$ cat config.mk
export PLATFORM = sky130hd
export DESIGN_NAME = alu_register_stage_flat
export DESIGN_NICKNAME = d
export VERILOG_FILES = /design/src/rtl/alu_register_stage_if.sv /design/src/rtl/alu_register_stage.sv /design/src/flat_wrapper.sv
export SDC_FILE = /design/constraint.sdc
export NUM_CORES = 1
export LEC_CHECK = 0
export CAP_MARGIN = 25
export CORE_ASPECT_RATIO = 1.2
export CORE_MARGIN = 8
export CORE_UTILIZATION = 55
export CTS_CLUSTER_DIAMETER = 40
export DETAILED_ROUTE_END_ITERATION = 12
export PLACE_DENSITY_LB_ADDON = 0.25
export SYNTH_ARGS = -nofsm -noshare
export SYNTH_HDL_FRONTEND = slang
export SYNTH_SLANG_ARGS = --single-unit
$ cat constraint.sdc
create_clock -name Clock -period 2.6 [get_ports Clock]
set_clock_uncertainty 0.05 [all_clocks]
set_input_delay 0.26 -clock Clock [delete_from_list [all_inputs] [get_ports Clock]]
set_output_delay 0.26 -clock Clock [all_outputs]
set_load 0.005 [all_outputs]
$ cat src/rtl/alu_register_stage_if.sv
// Request/result bundle between the ALU datapath and the registered stage.
// The master drives Start/A/Function. The slave returns ALUout/Busy/Valid.
interface alu_register_stage_if;
  logic       Start;
  logic [3:0] A;
  logic [2:0] Function;
  logic [7:0] ALUout;
  logic       Busy;
  logic       Valid;

  modport master (output Start, A, Function, input ALUout, Busy, Valid);
  modport slave  (input Start, A, Function, output ALUout, Busy, Valid);
endinterface

$ cat src/rtl/alu_register_stage.sv
// Accumulator-style result register: single-cycle ops update on the accept edge; 4x4 multiply takes 4 more edges.
// Busy is the only back-pressure: Start is ignored (not queued) while a multiply is running.
module alu_register_stage #(
  parameter int MUL_CYCLES = 4
) (
  input logic                  Clock,
  input logic                  Reset,
  alu_register_stage_if.slave  bus
);

  typedef enum logic {IDLE, MUL} state_t;

  localparam logic [1:0] LAST_STEP = 2'(MUL_CYCLES - 1);

  state_t     state;
  logic [3:0] a_q;
  logic [3:0] b_q;
  logic [7:0] acc;
  logic [1:0] count;

  logic [3:0] b_cur;
  logic [4:0] sum;
  logic [7:0] op_res;
  logic [7:0] mul_next;

  always_comb begin
    b_cur  = bus.ALUout[3:0];
    sum    = {1'b0, bus.A} + {1'b0, b_cur};
    op_res = bus.ALUout;
    case (bus.Function)
      3'b000,
      3'b001:  op_res = {3'b000, sum};
      3'b010:  op_res = {{4{b_cur[3]}}, b_cur};
      3'b011:  op_res = {7'd0, |(bus.A | b_cur)};
      3'b100:  op_res = {7'd0, |(bus.A & b_cur)};
      3'b101:  op_res = {bus.A, b_cur};
      default: op_res = bus.ALUout;
    endcase
    // One shift-add step; the multiplier bit is selected by the step index.
    mul_next = acc + (b_q[count] ? ({4'b0000, a_q} << count) : 8'h00);
  end

  always_ff @(posedge Clock) begin
    if (Reset) begin
      state      <= IDLE;
      a_q        <= 4'h0;
      b_q        <= 4'h0;
      acc        <= 8'h00;
      count      <= 2'd0;
      bus.ALUout <= 8'h00;
      bus.Busy   <= 1'b0;
      bus.Valid  <= 1'b0;
    end else begin
      bus.Valid <= 1'b0;
      case (state)
        IDLE: begin
          if (bus.Start) begin
            if (bus.Function == 3'b110) begin
              a_q      <= bus.A;
              b_q      <= b_cur;
              acc      <= 8'h00;
              count    <= 2'd0;
              bus.Busy <= 1'b1;
              state    <= MUL;
            end else begin
              bus.ALUout <= op_res;
              bus.Valid  <= 1'b1;
            end
          end
        end
        MUL: begin
          // ALUout is only written on the final step so partial products stay hidden.
          acc   <= mul_next;
          count <= count + 2'd1;
          if (count == LAST_STEP) begin
            bus.ALUout <= mul_next;
            bus.Valid  <= 1'b1;
            bus.Busy   <= 1'b0;
            state      <= IDLE;
          end
        end
        default: state <= IDLE;
      endcase
    end
  end

endmodule

$ cat src/flat_wrapper.sv
// flat-port wrapper written by rule: the top's interface ports become plain ports
module alu_register_stage_flat 
#(
  parameter int MUL_CYCLES = 4
)
  (Clock, Reset, bus_Start, bus_A, bus_Function, bus_ALUout, bus_Busy, bus_Valid);
  alu_register_stage_if bus_i ();
  input logic Clock;
  input logic Reset;
  input wire logic [$bits(bus_i.Start)-1:0] bus_Start;
  input wire logic [$bits(bus_i.A)-1:0] bus_A;
  input wire logic [$bits(bus_i.Function)-1:0] bus_Function;
  output wire logic [$bits(bus_i.ALUout)-1:0] bus_ALUout;
  output wire logic [$bits(bus_i.Busy)-1:0] bus_Busy;
  output wire logic [$bits(bus_i.Valid)-1:0] bus_Valid;
  assign bus_i.Start = bus_Start;
  assign bus_i.A = bus_A;
  assign bus_i.Function = bus_Function;
  assign bus_ALUout = bus_i.ALUout;
  assign bus_Busy = bus_i.Busy;
  assign bus_Valid = bus_i.Valid;
  alu_register_stage #(.MUL_CYCLES(MUL_CYCLES)) u_core (.Clock(Clock), .Reset(Reset), .bus(bus_i));
endmodule
==> results of run 1 <==
metal layers:
metal / track usage / vias up / wire length, µm
li1: - / 855 / -
met1: 0.196 / 768 / 2060
met2: 0.296 / 25 / 2260
met3: 0.0499 / 8 / 190
met4: 0.0704 / 0 / 80
met5: 0 / - / 0
cells in the mapped netlist (2+ instances only):
cell type   n  area (µm²)
ha_1       16         200
mux2i_1    10         100
nor2b_2     2        17.5
o21ai_0     6        30.0
nand2_1    18        67.6
dfxtp_1    29         581
nor2b_1     3        18.8
a22oi_1     3        22.5
o31ai_1     2        15.0
clkbuf_1    4        15.0
nor3_1      4        20.0
nor2_1     19        71.3
and2_1      5        31.3
nand3_1     9        45.0
a221oi_1    4        35.0
a31oi_1     2        12.5
xnor2_1     3        26.3
xor2_1      2        17.5
a21o_1      3        22.5
a21oi_1    17        85.1
nand3b_1    6        45.0
fa_1        2        40.0
a211oi_1    2        15.0
a32o_1      2        20.0
buf_2       6        30.0
inv_1      12        45.0
per-stage QoR:
| stage | hold WS, ns | setup slack, ns | power (mW) | util |
|---|---|---|---|---|
| after floorplan | 0.357 | 0.205 | 0.570 | - |
| after global placement | 0.400 | 0.185 | 0.636 | 0.648 |
| after detailed placement | 0.406 | 0.141 | 0.638 | 0.648 |
| after CTS | 0.415 | 0.123 | 1.05 | 0.679 |
| after global routing | 0.465 | 0.0277 | 1.09 | 0.683 |
| final | 0.415 | 0.155 | 1.04 | 0.683 |
cells in the final DEF (no fill, tap or decap), types with 3 or more instances in the layout:
| master | netlist | final |
|---|---|---|
| dfxtp_1 | 29 | 28 |
| nor2_1 | 19 | 19 |
| clkdlybuf4s50_1 | 0 | 19 |
| nand2_1 | 18 | 18 |
| a21oi_1 | 17 | 17 |
| ha_1 | 16 | 15 |
| inv_1 | 12 | 12 |
| mux2i_1 | 10 | 10 |
| nand3_1 | 9 | 9 |
| clkbuf_8 | 0 | 7 |
| buf_4 | 1 | 7 |
| o21ai_0 | 6 | 6 |
| nand3b_1 | 6 | 6 |
| and2_1 | 5 | 5 |
| nor3_1 | 4 | 4 |
| a221oi_1 | 4 | 4 |
| a22oi_1 | 3 | 3 |
| nor2b_1 | 3 | 3 |
| a21o_1 | 3 | 3 |
| xnor2_1 | 3 | 3 |
registers in the layout, indices dropped and copies added, names as in the netlist:
register and cells:
u_core.acc 8, u_core.bus.ALUout 8, u_core.a_q 4, u_core.b_q 4
u_core.count 2, u_core.bus.Busy 1, u_core.bus.Valid 1, u_core.state 1
worst max-delay path by stage:
| stage | cells after the start | from | slack (ns) | end |
|---|---|---|---|---|
| after floorplan | 8 | u_core.count[0] | 0.21 | u_core.bus.ALUout[7] |
| final | 9 | u_core.count[0] | 0.15 | u_core.bus.ALUout[7] |
| after global routing | 10 | u_core.count[1] | 0.03 | u_core.bus.ALUout[5] |
| after CTS | 10 | u_core.count[1] | 0.12 | u_core.bus.ALUout[5] |
| after detailed placement | 10 | u_core.count[1] | 0.14 | u_core.bus.ALUout[5] |
| after global placement | 8 | u_core.count[0] | 0.19 | u_core.bus.ALUout[7] |
power by group through the flow:
stage               sequential (mW)  combinational [mW]  clock [mW]
detailed placement            0.484               0.154           0
floorplan                     0.479              0.0908           0
finish                        0.474               0.155       0.415
global route                  0.477               0.172       0.445
global placement              0.484               0.152           0
CTS                           0.474               0.156       0.423
worst max-delay path, stage by stage (launching register included):
cell and delay [ns]:
dfxtp_1 0.32, buf_4 0.18, nand3b_1 0.16, a21oi_1 0.28, ha_1 0.30, a211oi_2 0.33
nor3b_4 0.10, a22oi_2 0.24, a2111oi_4 0.10, a221o_1 0.26
area by class of cell:
type                            count  area (µm²)  share of cell area
Tap cell                           37        46.3              0.0201
Inverter                           12        45.0              0.0196
Clock buffer                        7        96.3              0.0419
Clock inverter                      1        5.00             0.00218
Timing Repair Buffer               26         243               0.106
Sequential cell                    29         582               0.253
Multi-Input combinational cell    170        1280               0.557
cell families after synthesis:
family	synth area share
and+or+nand+nor	0.221
AOI/OAI and AO/OA	0.216
DFF	0.298
buffers and inverters	0.0501
adders and majority gates	0.123
muxes	0.0688
xor gates and xnor gates	0.0225
==> impl_metrics.env, run 1 <==
export IMPL_status="complete, no violations"
export IMPL_yosys_warnings=0
export IMPL_dieHeight_um=81.2
export IMPL_gp_congestion=0.838
export IMPL_drv_slew=0
export IMPL_cts_max_path_buffers=2
export IMPL_grt_first_pass_wirelength_um=7860
export IMPL_pwr_share_comb=0.149
export IMPL_viasPerCell=5.87
export IMPL_numCtsBuffers=5
export IMPL_diodes=0
export IMPL_drt_iter0_markers=131
export IMPL_worstSkewPairLatency_ns=0.29
export IMPL_dp_hpwl_um=3420
export IMPL_tns_ns=0
export IMPL_grt_max_degree=30
export IMPL_post_route_period_util=0.940
export IMPL_relSlewSlack=0.711
export IMPL_cp_data_required_time_ns=2.72
export IMPL_maxCapViolations=0
export IMPL_synthCells=222
export IMPL_min_delay_start="u_core.acc[3]"
export IMPL_ys_async_sr_fraction=0
export IMPL_hold_viol_final=0
export IMPL_max_freq_ghz=0.409
export IMPL_wl_per_cell_um=16.3
export IMPL_rsz0062_at_grt="no"
export IMPL_critPathKind="reg -> reg"
export IMPL_dpl_instance_area_mm2=0.00218
export IMPL_clock_sinks=29
export IMPL_synth_edf_count=0
export IMPL_hold_class="reg -> reg"
export IMPL_post_cts_setup_buffers=0
export IMPL_die_area_mm2=0.00571
export IMPL_arrival_ns=2.57
export IMPL_p_int_mw=0.773
export IMPL_stdcell_area_mm2=0.00230
export IMPL_clockPowerShare=0.397
export IMPL_rows=23
export IMPL_worst_pin_slew_ns=0.433
export IMPL_swShare=0.260
export IMPL_nFillCells=290
export IMPL_reg2regPathDepth=9
export IMPL_hold_path_end="u_core.acc[3]"
export IMPL_cts_root_buffer_cell="clkbuf_8"
export IMPL_vias=1656
export IMPL_drc_errors=0
export IMPL_ant_nets=0
export IMPL_ys_ff_latch=29
export IMPL_r2r_start="u_core.count[0]"
export IMPL_syn_nets=250
export IMPL_drive_above_1_share=0.122
export IMPL_first_pass_iters=4
export IMPL_cts_htree_levels=2
export IMPL_instances_no_fill=282
export IMPL_start_util=0.578
export IMPL_p_switching_mw=0.272
export IMPL_r2r_end="u_core.bus.ALUout[7]"
export IMPL_nets=272
export IMPL_numPortBuffers=19
export IMPL_area_delta_synth_final_pct=18.1
export IMPL_fin_crit_ns=2.45
export IMPL_dieWidth_um=70.3
export IMPL_min_path_cells=2
export IMPL_yosys_cell_types_count=57
export IMPL_grt_pass1_vias=1672
export IMPL_post_cts_resize_count=0
export IMPL_synthFlopType="dfxtp_1"
export IMPL_startpoint_type="flip-flop"
export IMPL_seq_area_frac_synth=0.298
export IMPL_synth_area_per_cell_um2=8.77
export IMPL_worst_path_max_fanout=14
export IMPL_finalSetupViolations=0
export IMPL_cts_tree="yes"
export IMPL_antenna_found_initial=0
export IMPL_wl_um=4590
export IMPL_grt_remaining_overflow=0
export IMPL_ir_worst_vdd_mv=0.511
export IMPL_ctsHoldBuffers=0
export IMPL_ios=20
export IMPL_dp_cells=274
export IMPL_end_kind="flip-flop"
export IMPL_cts_clk_slew_worst_paths_ns=0.06
export IMPL_pwr_share_seq=0.454
export IMPL_p_leak_nw=0.950
export IMPL_grt_use_total=0.172
export IMPL_rrSetupSlack_ns=0.15
export IMPL_core_mm2=0.00337
export IMPL_power_per_cell_area_mw_per_mm2=454
export IMPL_syn_area_mm2=0.00195
Power figures use the tool's default switching activity.
==> run 2: changes to the inputs <==
Settings changed: CORE_MARGIN 8 to 1.5, CTS_BUF_LIST from default to sky130_fd_sc_hd__clkbuf_8, SKIP_CTS_REPAIR_TIMING from default to 1.
==> run 2 against run 1 <==
  * Setup slack lost 0.043 ns
  * Power decreased by 0.34%
  * Non-clock buffer count unchanged
  * Register-to-register slack worse by 0.04 ns
  * Sequential cell count stayed put
==> impl_metrics.env, run 2 (same netlist as run 1, synthesis figures left out) <==
export IMPL_most_common_layout_cells="dfxtp_1, nor2_1, clkdlybuf4s50_1"
export IMPL_pwr_share_seq=0.456
export IMPL_worstSkewPairLatency_ns=0.28
export IMPL_status="complete, no violations"
export IMPL_cts_clk_slew_worst_paths_ns=0.07
export IMPL_wl_met2_um=2400
export IMPL_reg_largest_list="u_core.acc x8, u_core.bus.ALUout x8"
export IMPL_finalSetupViolations=0
export IMPL_hold_class="reg -> reg"
export IMPL_cts_max_path_buffers=2
export IMPL_worst_path_max_fanout=5
export IMPL_cp_data_required_time_ns=2.77
export IMPL_grt_first_pass_wirelength_um=7630
export IMPL_maxCapViolations=0
export IMPL_min_path_cells=2
export IMPL_critPathKind="reg -> reg"
export IMPL_pwr_share_comb=0.147
export IMPL_hold_viol_final=0
export IMPL_area_delta_synth_final_pct=18.1
export IMPL_arrival_ns=2.66
export IMPL_rows=23
export IMPL_numCtsBuffers=5
export IMPL_tns_ns=0
export IMPL_grt_max_degree=30
export IMPL_met1_length_um=1870
export IMPL_grt_remaining_overflow=0
export IMPL_highest_layer="met4"
export IMPL_grt_pass1_vias=1672
export IMPL_viasPerCell=6.01
export IMPL_nets=272
export IMPL_start_util=0.578
export IMPL_dieHeight_um=68.2
export IMPL_vias=1694
export IMPL_cts_tree="yes"
export IMPL_r2r_start="u_core.count[0]"
export IMPL_hold_path_end="u_core.acc[3]"
export IMPL_r2r_end="u_core.bus.ALUout[7]"
export IMPL_swShare=0.258
export IMPL_drv_slew=0
export IMPL_cts_htree_levels=2
export IMPL_dp_hpwl_um=3360
export IMPL_drc_errors=0
export IMPL_gp_congestion=0.824
export IMPL_max_freq_ghz=0.402
export IMPL_drive_above_1_share=0.122
export IMPL_core_mm2=0.00337
export IMPL_reg2regPathDepth=8
export IMPL_rrSetupSlack_ns=0.11
export IMPL_startpoint_type="flip-flop"
export IMPL_grt_use_total=0.258
export IMPL_cts_root_buffer_cell="clkbuf_8"
export IMPL_drt_iter0_markers=66
export IMPL_ios=20
export IMPL_worst_pin_slew_ns=0.428
export IMPL_wl_um=4530
export IMPL_wl_per_cell_um=16.1
export IMPL_clock_sinks=29
export IMPL_ant_nets=0
export IMPL_rsz0062_at_grt="no"
export IMPL_relSlewSlack=0.714
export IMPL_fin_crit_ns=2.49
export IMPL_power_per_cell_area_mw_per_mm2=453
export IMPL_met3WireLength_um=195
export IMPL_ir_worst_vdd_mv=0.589
export IMPL_diodes=0
export IMPL_p_int_mw=0.772
export IMPL_nFillCells=279
export IMPL_layout_commonest_cell="dfxtp_1"
export IMPL_dieWidth_um=57.3
export IMPL_p_leak_nw=0.950
export IMPL_post_route_period_util=0.957
export IMPL_min_delay_start="u_core.acc[3]"
export IMPL_end_kind="flip-flop"
export IMPL_antenna_found_initial=0
export IMPL_clockPowerShare=0.397
export IMPL_p_switching_mw=0.268
export IMPL_first_pass_iters=4
export IMPL_die_area_mm2=0.00391
export IMPL_utilization=0.683
export IMPL_numPortBuffers=19
[run 2: area by class of cell]
| cell class | count | area, µm² | share of cell area |
|---|---|---|---|
| Timing Repair Buffer | 26 | 243 | 0.106 |
| Inverter | 12 | 45.0 | 0.0196 |
| Sequential cell | 29 | 582 | 0.253 |
| Clock inverter | 1 | 5.00 | 0.00218 |
| Tap cell | 37 | 46.3 | 0.0201 |
| Multi-Input combinational cell | 170 | 1280 | 0.557 |
| Clock buffer | 7 | 96.3 | 0.0419 |
[run 2: routing by layer]
metal,GRT usage,vias up
met5,0,-
met4,0.0843,0
met3,0.0454,6
met2,0.467,35
met1,0.309,803
li1,-,850
[run 2: metrics by stage]
step                      area, µm²  setup WS (ns)  power (mW)  std cells  hold WS (ns)
after floorplan                1950          0.205       0.570        222         0.357
after global placement         2180          0.164       0.634        274         0.400
after detailed placement       2180         0.0889       0.636        274         0.408
after CTS                      2280         0.0648        1.04        282         0.421
after global routing           2300         0.0157        1.08        282         0.462
final                          2300          0.112        1.04        282         0.419
[run 2: power by group through the flow]
| stage | Clock, mW | Combinational [mW] | Sequential, mW |
|---|---|---|---|
| floorplan | 0 | 0.0908 | 0.479 |
| global placement | 0 | 0.150 | 0.484 |
| detailed placement | 0 | 0.152 | 0.485 |
| CTS | 0.417 | 0.153 | 0.475 |
| global route | 0.435 | 0.172 | 0.476 |
| finish | 0.413 | 0.153 | 0.475 |
[run 2: worst max-delay path by stage]
stage / start / slack, ns / cells after the start / to
6_report: u_core.count[0] / 0.11 / 8 / u_core.bus.ALUout[7]
5_1_grt: u_core.count[0] / 0.02 / 8 / u_core.bus.ALUout[7]
4_1_cts: u_core.count[1] / 0.06 / 10 / u_core.bus.ALUout[5]
3_5_place_dp: u_core.count[1] / 0.09 / 10 / u_core.bus.ALUout[5]
3_3_place_gp: u_core.count[1] / 0.16 / 10 / u_core.bus.ALUout[5]
2_1_floorplan: u_core.count[0] / 0.21 / 8 / u_core.bus.ALUout[7]
[run 2: critical path, stage by stage, from the launching register on]
cell       delay (ns)
dfxtp_1          0.35
mux4_2           0.53
and2_1           0.19
ha_4             0.28
nor2_1           0.08
nor3b_4          0.32
a22oi_2          0.13
a2111oi_4        0.35
a221o_1          0.15
==> run 3: changes to the inputs <==
Settings changed: MAX_ROUTING_LAYER from default to met4.
==> run 3 against run 2 <==
  * Clock-buffer cell count is the same
  * Setup slack got worse by 0.0034 ns
  * Power decreased by 0.10%
  * Critical path type unchanged
  * Largest power group unchanged
  * Maximum frequency shrank 0.14%
  * Combinational power is essentially flat
  * Core utilization did not move
==> impl_metrics.env, run 3 (same netlist as run 1, synthesis figures left out) <==
export IMPL_status="complete, no violations"
export IMPL_drv_slew=0
export IMPL_whs_ns=0.419
export IMPL_layout_commonest_cell="dfxtp_1"
export IMPL_fin_crit_ns=2.49
export IMPL_dpl_instance_area_mm2=0.00218
export IMPL_rows=23
export IMPL_cp_slowest_stage_delay_ns=0.53
export IMPL_worst_path_buf_inv=0
export IMPL_viasPerCell=5.91
export IMPL_hold_viol_final=0
export IMPL_worstSkewPairLatency_ns=0.28
export IMPL_drt_iter0_markers=64
export IMPL_numPortBuffers=19
export IMPL_crit_start="u_core.count[0]"
export IMPL_worst_pin_slew_ns=0.417
export IMPL_power_mw=1.04
export IMPL_worst_path_max_fanout=5
export IMPL_grt_pass1_vias=1672
export IMPL_antenna_found_initial=0
export IMPL_cpLargestDelayFamily="compound AO/OA/AOI/OAI gates"
export IMPL_grt_remaining_overflow=0
export IMPL_min_delay_start="u_core.acc[3]"
export IMPL_maxCapViolations=0
export IMPL_rsz0062_at_grt="no"
export IMPL_area_delta_synth_final_pct=18.1
export IMPL_dp_hpwl_um=3360
export IMPL_hold_class="reg -> reg"
export IMPL_gp_congestion=0.837
export IMPL_drc_errors=0
export IMPL_grt_max_degree=30
export IMPL_r2r_end="u_core.bus.ALUout[7]"
export IMPL_core_mm2=0.00337
export IMPL_vias=1667
export IMPL_cts_tree="yes"
export IMPL_r2r_start="u_core.count[0]"
export IMPL_startpoint_type="flip-flop"
export IMPL_clock_sinks=29
export IMPL_grt_first_pass_wirelength_um=7620
export IMPL_ios=20
export IMPL_first_pass_iters=4
export IMPL_instances_no_fill=282
export IMPL_max_freq_ghz=0.401
export IMPL_power_per_cell_area_mw_per_mm2=452
export IMPL_arrival_ns=2.66
export IMPL_drive_above_1_share=0.122
export IMPL_min_path_cells=2
export IMPL_rrSetupSlack_ns=0.11
export IMPL_cp_data_required_time_ns=2.77
export IMPL_cp_cell_sequence="mux4_2 -> and2_1 -> ha_4 -> nor2_1 -> nor3b_4 -> a22oi_2 -> a2111oi_4 -> a221o_1"
export IMPL_fin_ws_ns=0.108
export IMPL_diodes=0
export IMPL_cpMaxStageDelayCell="mux4_2"
export IMPL_ant_nets=0
export IMPL_tns_ns=0
export IMPL_end_kind="flip-flop"
export IMPL_wl_um=4520
export IMPL_dp_cells=274
export IMPL_post_route_period_util=0.958
export IMPL_dieWidth_um=57.3
export IMPL_critPathKind="reg -> reg"
export IMPL_numCtsBuffers=5
export IMPL_utilization=0.683
export IMPL_wl_per_cell_um=16.0
export IMPL_cts_root_buffer_cell="clkbuf_8"
export IMPL_ir_worst_vdd_mv=0.586
export IMPL_die_area_mm2=0.00391
export IMPL_stdcell_area_mm2=0.00230
export IMPL_nets=272
export IMPL_finalSetupViolations=0
export IMPL_dieHeight_um=68.2
export IMPL_p_leak_nw=0.950
export IMPL_nFillCells=279
export IMPL_cts_max_path_buffers=2
export IMPL_relSlewSlack=0.721
export IMPL_cts_clk_slew_worst_paths_ns=0.07
export IMPL_most_common_layout_cells="dfxtp_1, nor2_1, clkdlybuf4s50_1"
export IMPL_reg_largest_list="u_core.acc x8, u_core.bus.ALUout x8"
export IMPL_pre_cts_slack_ns=0.0889
export IMPL_reg2regPathDepth=8
export IMPL_start_util=0.578
export IMPL_cts_htree_levels=2
export IMPL_grt_use_total=0.265
export IMPL_hold_path_end="u_core.acc[3]"
run 3: cell counts in the layout (fill, tap and decap cells not counted):
Identical to the previous run, type by type.
run 3: worst max path at each step:
| stage | slack, ns | end | cells after the start |
|---|---|---|---|
| 2_1_floorplan | 0.21 | u_core.bus.ALUout[7] | 8 |
| 6_report | 0.11 | u_core.bus.ALUout[7] | 8 |
| 3_5_place_dp | 0.09 | u_core.bus.ALUout[5] | 10 |
| 3_3_place_gp | 0.16 | u_core.bus.ALUout[5] | 10 |
| 4_1_cts | 0.06 | u_core.bus.ALUout[5] | 10 |
| 5_1_grt | 0.02 | u_core.bus.ALUout[7] | 8 |
run 3: per-layer routing:
layer | wire (µm) | global-route usage
met1 | 1920 | 0.308
met2 | 2380 | 0.468
met3 | 180 | 0.0454
met4 | 47 | 0.0843
met5 | 0 | -
run 3: cell type report:
class / instances / area (µm²) / area share
Clock buffer: 7 / 96.3 / 0.0419
Sequential cell: 29 / 582 / 0.253
Multi-Input combinational cell: 170 / 1280 / 0.557
Clock inverter: 1 / 5.00 / 0.00218
Tap cell: 37 / 46.3 / 0.0201
Timing Repair Buffer: 26 / 243 / 0.106
Inverter: 12 / 45.0 / 0.0196
run 3: worst register-to-register path: stages, from the launching register on:
cell and delay (ns):
dfxtp_1 0.36, mux4_2 0.53, and2_1 0.19, ha_4 0.28, nor2_1 0.08, nor3b_4 0.32
a22oi_2 0.13, a2111oi_4 0.35, a221o_1 0.15
run 3: where the power goes:
group          total (mW)  leakage [nW]  switching [mW]  internal (mW)
registers           0.474         0.236          0.0166          0.458
logic               0.154         0.660          0.0778         0.0758
clock network       0.412        0.0542           0.173          0.239
total                1.04         0.950           0.267          0.773
